[config.mk]
export PLATFORM = sky130hd
export DESIGN_NAME = seq_div
export DESIGN_NICKNAME = d
export VERILOG_FILES = /design/src/rtl/seq_div_pkg.sv /design/src/rtl/seq_div_step.sv /design/src/rtl/seq_div.sv
export SDC_FILE = /design/constraint.sdc
export NUM_CORES = 1
export LEC_CHECK = 0
export BUFFER_PORTS_ARGS = -buffer_cell sky130_fd_sc_hd__buf_2
export CAP_MARGIN = 20
export CORE_MARGIN = 1.5
export CORE_UTILIZATION = 55
export CTS_CLUSTER_DIAMETER = 80
export CTS_CLUSTER_SIZE = 25
export DETAILED_ROUTE_END_ITERATION = 8
export HOLD_SLACK_MARGIN = 0.02
export PLACE_DENSITY = 0.89
export SKIP_CTS_REPAIR_TIMING = 1
export SYNTH_ARGS = -nofsm -noshare
export SYNTH_HDL_FRONTEND = slang
export SYNTH_SLANG_ARGS = --single-unit
[constraint.sdc]
create_clock -name clk -period 5.2 [get_ports clk]
set_clock_uncertainty 0.2 [all_clocks]
set_input_delay 0.52 -clock clk [delete_from_list [all_inputs] [get_ports clk]]
set_output_delay 0.52 -clock clk [all_outputs]
set_load 0.05 [all_outputs]
[src/rtl/seq_div_pkg.sv]
// Shared definitions for the sequential restoring divider: FSM state
// encoding and the width helper for the step counter.
package seq_div_pkg;

    typedef enum logic [1:0] {
        ST_IDLE = 2'd0,
        ST_RUN  = 2'd1,
        ST_DONE = 2'd2
    } state_t;

    // Bits needed to hold a step count from 0 up to and including n.
    function automatic int count_width(input int n);
        return $clog2(n + 1);
    endfunction

endpackage

[src/rtl/seq_div_step.sv]
// One restoring-division step: shift the next dividend bit into the partial
// remainder, trial-subtract the divisor and keep or restore the result.
module div_step #(
    parameter int DIVISOR_W = 3
) (
    input  logic [DIVISOR_W:0]   prem,
    input  logic                 din,
    input  logic [DIVISOR_W-1:0] divisor,
    output logic [DIVISOR_W:0]   prem_next,
    output logic                 qbit
);

    logic [DIVISOR_W+1:0] shifted_s;
    logic [DIVISOR_W+1:0] diff_s;
    logic                 borrow_s;

    // The partial remainder is always below the divisor, so the shifted value
    // fits in DIVISOR_W+1 bits and the extra top bit of the difference is the borrow.
    always_comb begin
        shifted_s = {prem, din};
        diff_s    = shifted_s - {2'b00, divisor};
        borrow_s  = diff_s[DIVISOR_W+1];
        prem_next = '0;
        qbit      = 1'b0;
        if (borrow_s) begin
            prem_next = shifted_s[DIVISOR_W:0];
            qbit      = 1'b0;
        end else begin
            prem_next = diff_s[DIVISOR_W:0];
            qbit      = 1'b1;
        end
    end

endmodule

[src/rtl/seq_div.sv]
// Sequential restoring unsigned divider, one quotient bit per clock, with a
// start/busy/done handshake. The dividend register shifts out its MSB each
// step and shifts in the new quotient bit, so it ends up holding the quotient.
module seq_div
    import seq_div_pkg::*;
#(
    parameter int DIVIDEND_W = 6,
    parameter int DIVISOR_W  = 3
) (
    input  logic                  clk,
    input  logic                  reset_n,
    input  logic                  start,
    input  logic [DIVIDEND_W-1:0] dividend,
    input  logic [DIVISOR_W-1:0]  divisor,
    output logic                  busy,
    output logic                  done,
    output logic                  div_by_zero,
    output logic [DIVIDEND_W-1:0] quotient,
    output logic [DIVISOR_W-1:0]  remainder
);

    localparam int CNT_W = count_width(DIVIDEND_W);
    localparam logic [CNT_W-1:0] LAST_STEP = CNT_W'(DIVIDEND_W - 1);

    state_t                state_r;
    logic [CNT_W-1:0]      count_r;
    logic [DIVISOR_W:0]    prem_r;
    logic [DIVIDEND_W-1:0] work_r;
    logic [DIVISOR_W-1:0]  dsr_r;
    logic                  busy_r;
    logic                  done_r;
    logic                  dbz_r;

    logic [DIVISOR_W:0]    step_prem_s;
    logic                  step_q_s;

    div_step #(
        .DIVISOR_W (DIVISOR_W)
    ) u_step (
        .prem      (prem_r),
        .din       (work_r[DIVIDEND_W-1]),
        .divisor   (dsr_r),
        .prem_next (step_prem_s),
        .qbit      (step_q_s)
    );

    // Control FSM plus datapath registers; every output comes straight from a flop.
    always_ff @(posedge clk or negedge reset_n) begin
        if (!reset_n) begin
            state_r <= ST_IDLE;
            count_r <= '0;
            prem_r  <= '0;
            work_r  <= '0;
            dsr_r   <= '0;
            busy_r  <= 1'b0;
            done_r  <= 1'b0;
            dbz_r   <= 1'b0;
        end else begin
            case (state_r)
                ST_IDLE, ST_DONE: begin
                    if (start) begin
                        count_r <= '0;
                        prem_r  <= '0;
                        dsr_r   <= divisor;
                        if (divisor == {DIVISOR_W{1'b0}}) begin
                            // Zero divisor finishes at once with saturated quotient.
                            state_r <= ST_DONE;
                            work_r  <= {DIVIDEND_W{1'b1}};
                            busy_r  <= 1'b0;
                            done_r  <= 1'b1;
                            dbz_r   <= 1'b1;
                        end else begin
                            state_r <= ST_RUN;
                            work_r  <= dividend;
                            busy_r  <= 1'b1;
                            done_r  <= 1'b0;
                            dbz_r   <= 1'b0;
                        end
                    end else begin
                        state_r <= ST_IDLE;
                        busy_r  <= 1'b0;
                        done_r  <= 1'b0;
                    end
                end
                ST_RUN: begin
                    prem_r  <= step_prem_s;
                    work_r  <= {work_r[DIVIDEND_W-2:0], step_q_s};
                    count_r <= count_r + {{(CNT_W-1){1'b0}}, 1'b1};
                    if (count_r == LAST_STEP) begin
                        state_r <= ST_DONE;
                        busy_r  <= 1'b0;
                        done_r  <= 1'b1;
                    end else begin
                        state_r <= ST_RUN;
                        busy_r  <= 1'b1;
                        done_r  <= 1'b0;
                    end
                end
                default: begin
                    state_r <= ST_IDLE;
                    busy_r  <= 1'b0;
                    done_r  <= 1'b0;
                end
            endcase
        end
    end

    assign busy        = busy_r;
    assign done        = done_r;
    assign div_by_zero = dbz_r;
    assign quotient    = work_r;
    assign remainder   = prem_r[DIVISOR_W-1:0];

endmodule

==> results.toml <==
[floorplanning]
floorplan.core_area_mm2 = 0.001727
rows = 15
die_x_um = 45.95
dieArea_mm2 = 0.002111
num_io_pins = 24
die_height_um = 45.95
start_util_pct = 58.77

[placed_design]
buffer_ports.inserted = 23
place_inst = 146
place_hpwl_mm = 1.529
globalplace.congestion = 0.7532

[grt]
antenna_found_initial = 0
number_of_global_route_vias_before_repair = 788
track_usage_pct = 23.16
globalRoute.totalOverflow = 0
grt_pass1_wl_mm = 3.408
grt_max_degree = 20

[detailed_routing]
post_drt_via_cell_ratio = 5.325
route.detailed.drc = 0
detailroute.via_count = 804
detail_route.first_pass.iterations = 5
first_iter_violations = 24
wl_mm = 1.969
detail_route.wl_per_cell_um = 13.04
antenna_left = 0

[sta]
final_clock_period_utilization_by_the_worst_path_pct = 46.34
max-slew-margin-rel_pct = 47.36
slew_violations = 0
fin_crit_ps = 2410
hold_viol = 0
final-setup-viol-count = 0
fmax_mhz = 415.0
setup_total_negative_slack_ps = 0
setup_repair_after_global_routing_missed_its_margin = "no"
max_slew.worst_pin.slew_ps = 787.9

[critical_path]
path_class = "flop to flop"
worst_path_max_delay_cell = "sky130_fd_sc_hd__fa_1"
cpLargestDelayFamily = "adder cells"
path_cells = "inv_1 -> ha_1 -> inv_1 -> fa_1 -> a211oi_2 -> xor2_2 -> mux2i_1 -> o21ai_1"
critPathMostFrequentCell = "sky130_fd_sc_hd__inv_1"
start_kind = "flop"
critPathMaxFanout = 5
cp_data_required_time_ps = 5170
critical_path.endpoint_type = "flop"
worst_path_largest_cell_delay_ps = 440
worstPathArrival_ps = 2380
regToRegSetupSlack_ps = 2790
path_buf_inv = 2

[cells_and_area]
finalNonFillerCells = 151
antenna-diode-count = 0
area_growth_syn_to_layout_pct = 13.69
nNetsFinal = 145
multiInputGateArea_um2 = 476.7
drive_above_1_share_pct = 23.81
layout_common_cells = "sky130_fd_sc_hd__nand2_1, sky130_fd_sc_hd__buf_2, sky130_fd_sc_hd__dfrtp_1"
regArea_um2 = 475.5
n_fill_cell = 149
fin_util_pct = 66.81

[synthesis]
synth_xor_area_share_pct = 3.329
synthSimpleGateAreaFrac_pct = 18.25
synth_area_per_cell_um2 = 9.664
post_synth_num_cell_types = 30
combinational_family_with_the_most_area_after_synthesis = "simple AND/OR/NAND/NOR gates"
synth-compound-area-share_pct = 15.29
postSynthCellCount = 105
postSynthRegisterBits = 19
yosys_warnings = 0
synth.net_count = 123
yosys.area_share.adder_pct = 8.138
synth_mux_area_share_pct = 1.973
seq_area_frac_synth_pct = 46.86
synth_area_mm2 = 0.001015

[cts]
numCtsBuffers = 3
numClockSinks = 19
cts.clk_slew.worst_paths_ps = 100
tritoncts = "built"
h-tree-depth = 1
clock_tree.buffer_depth = 2
clk_latency_ps = 300
clk_root_buffer_cell = "sky130_fd_sc_hd__clkbuf_4"

[hold_path]
min_path_type = "primary input to flop"

[job]
cap_viol_max_count = 0

[status]
run_status = "finished clean"
==> synthesized netlist by cell type (all sizes together) <==
cell type / number / area (µm²)
ha: 5 / 62.56
nor2b: 3 / 18.77
mux2i: 2 / 20.02
inv: 5 / 18.77
nand3b: 1 / 7.510
o311ai: 1 / 8.760
o211ai: 2 / 15.01
o21a: 1 / 7.510
fa: 1 / 20.02
o21ai: 8 / 43.79
dfrtp: 19 / 475.5
a22oi: 6 / 45.04
nor3: 1 / 5.000
nand3: 7 / 35.03
nand2b: 2 / 12.51
a21oi: 2 / 13.76
a2111oi: 1 / 8.760
nand2: 23 / 86.33
clkbuf: 1 / 3.750
and3: 1 / 6.260
a211oi: 1 / 12.51
or3: 1 / 6.260
buf: 6 / 40.04
xor2: 3 / 33.79
nor2: 2 / 7.510
==> state kept, by name (all words and copies together) (netlist names) <==
name	cells
quotient	6
prem_r	4
count_r	3
dsr_r	3
div_by_zero	1
done	1
state_r	1
==> logic make-up after synthesis <==
kind of cell	count (synthesis)
muxes	2
adders and majority gates	6
buffers and inverters	12
DFF	19
AOI/OAI and AO/OA	22
and+or+nand+nor	41
xor gates and xnor gates	3
==> per-stage QoR <==
stage	instance area [µm²]	setup WS (ps)	hold WS, ps
2_1_floorplan	1015	2987	24.41
3_3_place_gp	1117	2851	263.6
3_5_place_dp	1117	2810	266.3
4_1_cts	1144	2782	-52.32
5_1_grt	1154	2637	241.9
6_report	1154	2790	229.7
==> worst paths after layout <==
path,start,to,cells past startpoint
worst max-delay path,quotient[5]$_DFFE_PN0P_,prem_r[2]$_DFFE_PN0P_,8
worst min-delay path,divisor[0],dsr_r[0]$_DFFE_PN0P_,3
worst max register to register,quotient[5]$_DFFE_PN0P_,prem_r[2]$_DFFE_PN0P_,8
worst min register to register,div_by_zero$_DFFE_PN0P_,div_by_zero$_DFFE_PN0P_,2
max in group asynchronous,reset_n,quotient[1]$_DFFE_PN0P_,2
min in group asynchronous,reset_n,prem_r[1]$_DFFE_PN0P_,2
==> cell type report <==
cell class	instances	area share, %
Timing Repair Buffer	24	10.85
Inverter	5	1.627
Sequential cell	19	41.21
Clock buffer	4	2.278
Multi-Input combinational cell	74	41.32
Tap cell	25	2.711
==> worst min-delay path, cell delays in order <==
cell and delay, ps:
sky130_fd_sc_hd__buf_2 90, sky130_fd_sc_hd__nand2_1 50, sky130_fd_sc_hd__nand2_1 50
==> routing by layer <==
layer | vias up | GRT usage, % | routed length [µm]
li1 | 405 | - | -
met1 | 375 | 30.50 | 912
met2 | 19 | 35.56 | 933
met3 | 5 | 7.143 | 88
met4 | 0 | 8.571 | 36
met5 | - | 0 | 0
Power is not shown: default switching activity piles up to over one toggle a cycle in this logic, so the estimate is an artifact.
